### config.mk
export PLATFORM = sky130hd
export DESIGN_NAME = me_sad_search
export DESIGN_NICKNAME = d
export VERILOG_FILES = /design/src/rtl/me_sad_search.sv
export SDC_FILE = /design/constraint.sdc
export NUM_CORES = 1
export LEC_CHECK = 0
export ABC_AREA = 1
export BUFFER_PORTS_ARGS = -buffer_cell sky130_fd_sc_hd__buf_2
export CORE_ASPECT_RATIO = 1.4
export CORE_UTILIZATION = 42
export DETAILED_ROUTE_END_ITERATION = 8
export PLACE_DENSITY = 0.62
export SLEW_MARGIN = 20
export SYNTH_ARGS = -nofsm -noshare
export SYNTH_HDL_FRONTEND = slang
export SYNTH_SLANG_ARGS = --single-unit
### constraint.sdc
create_clock -name clk -period 3.5 [get_ports clk]
set_input_delay 0.525 -clock clk [delete_from_list [all_inputs] [get_ports clk]]
set_output_delay 0.525 -clock clk [all_outputs]
set_load 0.01 [all_outputs]
### src/rtl/me_sad_search.sv
// Full-search SAD block matcher: streams LANES pixel pairs per beat, scores every
// candidate of the (2*RANGE+1)^2 window and keeps the first strict minimum. Macro ME_CAND_SAD_EN adds cand_valid/cand_sad.
module me_sad_search #(
   parameter int WORD_WIDTH = 8,
   parameter int LANES      = 4,
   parameter int BLOCK_N    = 16,
   parameter int RANGE      = 7,
   localparam int DATA_W    = LANES * WORD_WIDTH,
   localparam int SAD_W     = WORD_WIDTH + $clog2(BLOCK_N * BLOCK_N),
   localparam int MV_W      = $clog2(RANGE + 1) + 1
) (
   input  logic                   clk,
   input  logic                   rst_n,
   input  logic                   init,
   input  logic                   in_valid,
   output logic                   in_ready,
   input  logic [DATA_W-1:0]      cur_data,
   input  logic [DATA_W-1:0]      ref_data,
   output logic                   busy,
   output logic                   done,
   output logic [SAD_W-1:0]       min_sad,
   output logic signed [MV_W-1:0] mv_x,
   output logic signed [MV_W-1:0] mv_y
`ifdef ME_CAND_SAD_EN
   ,
   output logic                   cand_valid,
   output logic [SAD_W-1:0]       cand_sad
`endif
);

   localparam int BEATS  = BLOCK_N * BLOCK_N / LANES;
   localparam int BEAT_W = $clog2(BEATS + 1);
   localparam int SPAN   = 2 * RANGE + 1;
   localparam int POS_W  = $clog2(SPAN + 1);
   localparam logic [BEAT_W-1:0] BEAT_LAST = BEAT_W'(BEATS - 1);
   localparam logic [POS_W-1:0]  POS_LAST  = POS_W'(SPAN - 1);
   localparam logic [MV_W-1:0]   RANGE_V   = MV_W'(RANGE);

   typedef enum logic [1:0] {
      ST_IDLE  = 2'd0,
      ST_RUN   = 2'd1,
      ST_FLUSH = 2'd2,
      ST_DONE  = 2'd3
   } state_t;

   state_t                  state_r, state_s;
   logic                    accept_s;
   logic                    beat_last_s;
   logic                    cand_last_s;
   logic [BEAT_W-1:0]       beat_cnt_r;
   logic [POS_W-1:0]        in_x_r, in_y_r;
   logic [WORD_WIDTH-1:0]   s1_diff_r [LANES];
   logic                    s1_vld_r, s1_first_r, s1_last_r;
   logic [SAD_W-1:0]        lane_sum_s;
   logic [SAD_W-1:0]        acc_r;
   logic                    acc_done_r;
   logic [POS_W-1:0]        cmp_x_r, cmp_y_r;
   logic                    cmp_last_r;
   logic                    cmp_first_s;

   function automatic logic [WORD_WIDTH-1:0] abs_diff(input logic [WORD_WIDTH-1:0] a,
                                                      input logic [WORD_WIDTH-1:0] b);
      return (a > b) ? (a - b) : (b - a);
   endfunction

   // A beat presented together with init belongs to the aborted search and is dropped.
   assign accept_s    = in_valid & in_ready & ~init;
   assign beat_last_s = (beat_cnt_r == BEAT_LAST);
   assign cand_last_s = (in_x_r == POS_LAST) && (in_y_r == POS_LAST);
   assign cmp_first_s = (cmp_x_r == '0) && (cmp_y_r == '0);

   // Next-state logic
   always_comb begin
      state_s = state_r;
      case (state_r)
         ST_IDLE: begin
            if (init) state_s = ST_RUN;
            else      state_s = ST_IDLE;
         end
         ST_RUN: begin
            if (init)                                       state_s = ST_RUN;
            else if (accept_s && beat_last_s && cand_last_s) state_s = ST_FLUSH;
            else                                            state_s = ST_RUN;
         end
         ST_FLUSH: begin
            if (init)            state_s = ST_RUN;
            else if (cmp_last_r) state_s = ST_DONE;
            else                 state_s = ST_FLUSH;
         end
         ST_DONE: begin
            if (init) state_s = ST_RUN;
            else      state_s = ST_IDLE;
         end
         default: state_s = ST_IDLE;
      endcase
   end

   // State register; handshake and status outputs are registered from the next state
   always_ff @(posedge clk or negedge rst_n) begin
      if (!rst_n) begin
         state_r  <= ST_IDLE;
         in_ready <= 1'b0;
         busy     <= 1'b0;
         done     <= 1'b0;
      end else begin
         state_r  <= state_s;
         in_ready <= (state_s == ST_RUN);
         busy     <= (state_s == ST_RUN) || (state_s == ST_FLUSH);
         done     <= (state_s == ST_DONE);
      end
   end

   // Input-side beat and candidate position counters
   always_ff @(posedge clk or negedge rst_n) begin
      if (!rst_n) begin
         beat_cnt_r <= '0;
         in_x_r     <= '0;
         in_y_r     <= '0;
      end else if (init) begin
         beat_cnt_r <= '0;
         in_x_r     <= '0;
         in_y_r     <= '0;
      end else if (accept_s) begin
         if (beat_last_s) begin
            beat_cnt_r <= '0;
            if (in_x_r == POS_LAST) begin
               in_x_r <= '0;
               in_y_r <= in_y_r + POS_W'(1);
            end else begin
               in_x_r <= in_x_r + POS_W'(1);
            end
         end else begin
            beat_cnt_r <= beat_cnt_r + BEAT_W'(1);
         end
      end
   end

   // Stage 1: per-lane absolute differences with candidate framing flags
   always_ff @(posedge clk or negedge rst_n) begin
      if (!rst_n) begin
         s1_vld_r   <= 1'b0;
         s1_first_r <= 1'b0;
         s1_last_r  <= 1'b0;
         for (int l = 0; l < LANES; l++) s1_diff_r[l] <= '0;
      end else if (init) begin
         s1_vld_r   <= 1'b0;
         s1_first_r <= 1'b0;
         s1_last_r  <= 1'b0;
         for (int l = 0; l < LANES; l++) s1_diff_r[l] <= '0;
      end else begin
         s1_vld_r   <= accept_s;
         s1_first_r <= accept_s && (beat_cnt_r == '0);
         s1_last_r  <= accept_s && beat_last_s;
         if (accept_s) begin
            for (int l = 0; l < LANES; l++)
               s1_diff_r[l] <= abs_diff(cur_data[l*WORD_WIDTH +: WORD_WIDTH],
                                        ref_data[l*WORD_WIDTH +: WORD_WIDTH]);
         end
      end
   end

   always_comb begin
      lane_sum_s = '0;
      for (int l = 0; l < LANES; l++) lane_sum_s = lane_sum_s + SAD_W'(s1_diff_r[l]);
   end

   // Stage 2: candidate accumulator, restarted by the first beat of each candidate
   always_ff @(posedge clk or negedge rst_n) begin
      if (!rst_n) begin
         acc_r      <= '0;
         acc_done_r <= 1'b0;
      end else if (init) begin
         acc_r      <= '0;
         acc_done_r <= 1'b0;
      end else begin
         acc_done_r <= s1_vld_r & s1_last_r;
         if (s1_vld_r) begin
            if (s1_first_r) acc_r <= lane_sum_s;
            else            acc_r <= acc_r + lane_sum_s;
         end
      end
   end

   // Compare stage: first candidate loads, later ones win only when strictly smaller
   always_ff @(posedge clk or negedge rst_n) begin
      if (!rst_n) begin
         cmp_x_r    <= '0;
         cmp_y_r    <= '0;
         cmp_last_r <= 1'b0;
         min_sad    <= '0;
         mv_x       <= '0;
         mv_y       <= '0;
      end else if (init) begin
         cmp_x_r    <= '0;
         cmp_y_r    <= '0;
         cmp_last_r <= 1'b0;
      end else begin
         cmp_last_r <= acc_done_r && (cmp_x_r == POS_LAST) && (cmp_y_r == POS_LAST);
         if (acc_done_r) begin
            if (cmp_first_s || (acc_r < min_sad)) begin
               min_sad <= acc_r;
               mv_x    <= MV_W'(cmp_x_r) - RANGE_V;
               mv_y    <= MV_W'(cmp_y_r) - RANGE_V;
            end
            if (cmp_x_r == POS_LAST) begin
               cmp_x_r <= '0;
               cmp_y_r <= cmp_y_r + POS_W'(1);
            end else begin
               cmp_x_r <= cmp_x_r + POS_W'(1);
            end
         end
      end
   end

`ifdef ME_CAND_SAD_EN
   // Per-candidate SAD tap, aligned with the compare cycle
   always_ff @(posedge clk or negedge rst_n) begin
      if (!rst_n) begin
         cand_valid <= 1'b0;
         cand_sad   <= '0;
      end else if (init) begin
         cand_valid <= 1'b0;
      end else begin
         cand_valid <= acc_done_r;
         if (acc_done_r) cand_sad <= acc_r;
      end
   end
`endif

endmodule

==> results.toml, run 1 <==
[sta]
final_hold_viol_count = 0
rsz0062_at_grt = "true"
fin_crit_ns = 3.66
setup_viol = 10
skew_ns = 0.00962
period_share_pct = 104
worst_slew_pin_slew_ns = 0.788
drv_slew = 0
setup_ws_ns = -0.155
fmax_mhz = 274
slew_headroom_pct = 47.5

[cts]
clockBufferDepth = 2
htree_num_levels = 3
cts_inserted_buffers = 9
tritoncts = "yes"
worstSkewPairLatency_ns = 0.34
cts-root-buf = "clkbuf_16"
cts_hold_buf = 0
clkSinkCount = 105
path_clk_slew_ns = 0.07

[run_status]
status = "finished with violations"
violations = "negative setup slack"

[grt]
track_usage_pct = 19.7
grt_pass1_wl_mm = 36.5
antenna_found_initial = 0
overflow = 0
grt_pass1_vias = 8149
grt_start_max_net_pins = 64

[routing]
drt_iter0_markers = 341
first_pass_iters = 8
num_vias = 8317
drt_wl_total_mm = 21.5
wire_per_inst_um = 12.5
vias_per_cell = 4.82
drcViolationCount = 0
ant_nets = 0

[placed_design]
dp_cells = 1695
place_congestion = 0.892
pre_cts_ws_ns = -0.328
placed_area_um2 = 10300
port_buffers = 94
dpl.hpwl_mm = 16.8

[critical_path]
reg2reg_from = "s1_diff_r[17]"
path_max_fanout = 6
reg2reg_depth = 21
worstSetupPathType = "reg -> reg"
cp_data_required_time_ns = 3.73
cp-startpoint = "s1_diff_r[17]"
start_kind = "flip-flop"
endpoint_kind = "flip-flop"
crit_arrival_ns = 3.89

[die]
die_w_um = 128
io_pins = 95
rows = 64
core_um2 = 21800
die_area_um2 = 22800
dieHeight_um = 178
start_util_pct = 42.7

[synthesis]
synth_cell_types = 41
synthCells = 1293
syn-num-nets = 1496
synth_edf_count = 0
syn_area_um2 = 9300
yosysWarningCount = 0
ys_ff_latch = 105
async_reset_ff_share_pct = 100
synth-seq-area-share_pct = 28.3
synth_ff_type = "dfrtp_1"
syn_avg_cell_area_um2 = 7.19

[final_layout]
nets = 1626
synthToLayoutAreaGrowth_pct = 19.0
drive_gt1_share_pct = 17.8
fin_util_pct = 50.8
diodes = 0
fillers = 2196
finish.instance_area_um2 = 11100
stdcell_count = 1725

[power]
leakage_uw = 0.00610
power_density_nw_per_um2 = 593
max-vdd-ir-drop_mv = 0.467

[hold_path]
worstHoldPathType = "in -> async"

[run]
drv_cap = 0
[logic make-up (layout without fill, tap and decap cells)]
| logic type | count (synthesis) | in the layout | share of synthesized area (%) |
|---|---|---|---|
| DFF | 105 | 105 | 28.3 |
| buffers and inverters | 264 | 399 | 11.0 |
| adders and majority gates | 135 | 135 | 20.2 |
| and+or+nand+nor | 592 | 592 | 26.9 |
| xor gates and xnor gates | 47 | 47 | 4.43 |
| AOI/OAI and AO/OA | 150 | 150 | 9.23 |
[power by group]
group	total [uW]	switching [uW]	internal (uW)	leakage, uW
sequential	1430	103	1330	0.00140
combinational	4110	2210	1900	0.00456
clock	1020	446	577	0.000143
total	6560	2760	3800	0.00610
[synth_stat cells, types with 9 or more instances]
cell / n / area (um2)
fa_1: 25 / 500
xor2_1: 37 / 324
nand4_1: 30 / 188
o21ai_0: 53 / 265
xnor2_1: 10 / 87.6
nor3_1: 9 / 45.0
inv_2: 9 / 33.8
nand2_1: 349 / 1310
nor2_1: 87 / 327
buf_2: 12 / 60.1
inv_1: 230 / 863
ha_1: 110 / 1380
a21oi_1: 54 / 270
dfrtp_1: 105 / 2630
nand3_1: 97 / 485
[critical path: stages, from the launching register on]
cell,delay [ns]
dfrtp_1,0.34
inv_2,0.05
fa_1,0.55
fa_1,0.41
inv_1,0.07
ha_2,0.18
inv_2,0.04
fa_2,0.37
nor2_4,0.11
o21ai_2,0.07
nand2_2,0.09
xor2_2,0.15
inv_2,0.06
ha_4,0.24
a21oi_4,0.19
nor2_4,0.05
o21ai_2,0.16
nand3_4,0.14
nand2_2,0.09
nand2_1,0.05
nand3_1,0.06
o21ai_1,0.07
[sequential cells by signal (all words and copies together), names as in the netlist, 2 cells and up]
register,cells
acc_r,16
beat_cnt_r,7
cmp_x_r,4
cmp_y_r,4
in_x_r,4
in_y_r,4
min_sad,16
mv_x,4
mv_y,4
s1_diff_r,32
state_r,2
[repair_timing]
action                     CTS  global route
setup endpoints to repair   11            13
gates resized for setup     40            56
setup buffers                9             7
pin swaps                   32            28
[metal layers]
layer / track usage [%] / share of wire [%] / up-vias
met1: 22.1 / 42 / 3837
met4: 5.54 / 1.6 / 0
met3: 1.80 / 2.3 / 22
li1: - / - / 4334
met2: 38.7 / 54 / 124
met5: 0 / 0 / -
[worst paths after layout]
path	slack, ns	to
setup / recovery	-0.16	acc_r[14]
max in group asynchronous	2.38	acc_r[10]
hold / removal	0.26	cmp_x_r[2]
hold reg to reg	0.46	mv_x[2]
min in group clk	0.46	mv_x[2]
setup reg to reg	-0.16	acc_r[14]
[cells in the final DEF (no fill, tap or decap), types with 42 or more instances in the layout]
master	count
buf_2	93
ha_1	102
nor2_1	79
nand2_1	337
o21ai_0	42
dfrtp_1	105
inv_1	223
nand3_1	89
buf_4	45
a21oi_1	44
[metrics by stage]
stage,total power (uW),hold slack [ns],setup TNS (ns)
after global routing,7090,0.330,-3.47
after detailed placement,4400,0.453,-2.11
after CTS,5900,0.293,-1.60
after global placement,4350,0.448,-1.16
after floorplan,3410,0.229,0
final,6560,0.263,-1.10
[layout make-up]
type | instances | area, um2 | area share, %
repair buffers | 143 | 860 | 7.76
inverters | 240 | 903 | 8.16
clock inverters | 4 | 51.3 | 0.463
well taps | 297 | 372 | 3.36
multi-input cells | 924 | 6010 | 54.3
clock buffers | 12 | 246 | 2.23
flip-flops and latches | 105 | 2630 | 23.7
No activity file was read; power rests on OpenSTA's default activity.
==> run 2: changes to the inputs <==
--- a/config.mk
+++ b/config.mk
@@ -11,6 +11,7 @@
 export CORE_UTILIZATION = 42
 export DETAILED_ROUTE_END_ITERATION = 8
 export PLACE_DENSITY = 0.62
+export SETUP_SLACK_MARGIN = 0.15
 export SLEW_MARGIN = 20
 export SYNTH_ARGS = -nofsm -noshare
 export SYNTH_HDL_FRONTEND = slang
==> results.toml, run 2 (same netlist as run 1, synthesis figures left out) <==
[power]
max-vdd-ir-drop_mv = 0.429
power_density_nw_per_um2 = 574
intPower_uw = 3610
p_sw_uw = 2660
p_comb_share_pct = 61.6
p_sw_share_pct = 42.4
leakage_uw = 0.00603
seq_power_share_pct = 22.7
power.clock.fraction_pct = 15.7

[routing]
vias_per_cell = 4.86
num_vias = 8329
drt_wl_total_mm = 21.1
ant_nets = 0
drt_iter0_markers = 270
drcViolationCount = 0
wire_per_inst_um = 12.3
first_pass_iters = 5

[cts]
cts_inserted_buffers = 9
cts-root-buf = "clkbuf_16"
htree_num_levels = 3
path_clk_slew_ns = 0.07
cts_hold_buf = 0
worstSkewPairLatency_ns = 0.35
clockBufferDepth = 2
tritoncts = "yes"
clkSinkCount = 105

[final_layout]
fillers = 2212
synthToLayoutAreaGrowth_pct = 17.5
diodes = 0
largest_reg_flops = 32
final_cell_mix = "339 x nand2_1, 222 x inv_1, 105 x dfrtp_1"
nets = 1616
fin_util_pct = 50.2
regMostFlops = "s1_diff_r"
drive_gt1_share_pct = 16.6
layout_commonest_cell = "nand2_1"
finish.instance_area_um2 = 10900
top_regs = "s1_diff_r x32, acc_r x16, min_sad x16"

[sta]
skew_ns = 0.0109
period_share_pct = 104
final_hold_viol_count = 0
rsz0062_at_grt = "true"
setup_ws_ns = -0.140
setup_viol = 10
worst_slew_pin_slew_ns = 0.590
slew_headroom_pct = 60.7
fin_crit_ns = 3.64
fmax_mhz = 275
drv_slew = 0

[die]
rows = 64
start_util_pct = 42.7
io_pins = 95
dieHeight_um = 178
die_area_um2 = 22800
core_um2 = 21800
die_w_um = 128

[placed_design]
port_buffers = 94
place_congestion = 0.875
placed_area_um2 = 10300
dpl.hpwl_mm = 16.9

[run]
drv_cap = 0

[run_status]
status = "finished with violations"
violations = "negative setup slack"

[grt]
overflow = 0
track_usage_pct = 19.4
grt_pass1_vias = 8105
grt_pass1_wl_mm = 35.7
antenna_found_initial = 0
grt_start_max_net_pins = 63

[critical_path]
crit_arrival_ns = 3.88
ff2ff_setup_slack_ns = -0.14
reg2reg_depth = 20
reg2reg_to = "acc_r[14]"
cp_data_required_time_ns = 3.74
endpoint_kind = "flip-flop"
reg2reg_from = "s1_diff_r[17]"
worstSetupPathType = "reg -> reg"
path_max_fanout = 6
start_kind = "flip-flop"

[hold_path]
worstHoldPathType = "in -> async"
run 2: final cells by class:
cell class,count,area (um2),area share (%)
tap,297,372,3.40
multi-input combinational,924,5960,54.5
inverter,240,903,8.27
timing repair buffer,133,778,7.12
sequential,105,2630,24.0
clock buffer,12,256,2.35
clock inverter,4,36.3,0.332
run 2: stage by stage:
stage | TNS [ns] | total power [uW] | setup WS, ns | hold slack, ns | instances
2_1_floorplan | 0 | 3430 | 0.0786 | 0.229 | 1293
3_3_place_gp | -0.347 | 4210 | -0.114 | 0.450 | 1685
3_5_place_dp | -0.934 | 4270 | -0.193 | 0.454 | 1685
4_1_cts | -0.524 | 5690 | -0.116 | 0.194 | 1709
5_1_grt | -2.92 | 6810 | -0.336 | 0.208 | 1715
6_report | -0.766 | 6280 | -0.140 | 0.174 | 1715
run 2: metal layers:
metal | wire, um | global-route usage [%] | vias to the layer above
met5 | 0 | 0 | -
met4 | 743 | 9.02 | 0
met3 | 439 | 1.98 | 42
met2 | 11000 | 36.4 | 123
met1 | 8930 | 21.6 | 3834
li1 | - | - | 4330
run 2: worst max-delay path by stage:
stage / startpoint / end / slack [ns] / cells past startpoint
after floorplan: s1_diff_r[17] / acc_r[14] / 0.08 / 21
after global placement: s1_diff_r[17] / acc_r[14] / -0.11 / 21
after detailed placement: s1_diff_r[17] / acc_r[14] / -0.19 / 19
after CTS: s1_diff_r[17] / acc_r[12] / -0.12 / 20
after global routing: s1_diff_r[17] / acc_r[15] / -0.34 / 21
final: s1_diff_r[17] / acc_r[14] / -0.14 / 20
run 2: power groups by stage:
stage | Sequential [uW] | Clock [uW] | Combinational [uW]
after floorplan | 1420 | 0 | 2010
after global placement | 1440 | 0 | 2770
after detailed placement | 1440 | 0 | 2820
after CTS | 1430 | 1020 | 3250
after global routing | 1450 | 1070 | 4290
final | 1430 | 984 | 3860
run 2: repair_timing:
action                                  in CTS  in global routing
buffers inserted                             8                  6
endpoints found under the setup margin      13                 13
pin swaps                                   14                 18
gates resized for setup                     24                 45
run 2: worst max-delay path: stages (launching register included):
cell and delay, ns:
dfrtp_1 0.34, inv_2 0.05, fa_1 0.55, fa_1 0.41, inv_1 0.07, ha_2 0.18, inv_2 0.04, fa_2 0.37
inv_2 0.07, nand4_1 0.12, nand3_2 0.13, xor2_2 0.21, ha_4 0.25, nand2_1 0.15, nor2_2 0.07, o21ai_2 0.16
nand3_4 0.13, nand2_1 0.08, nand2_1 0.05, nand3_1 0.05, o21ai_1 0.06
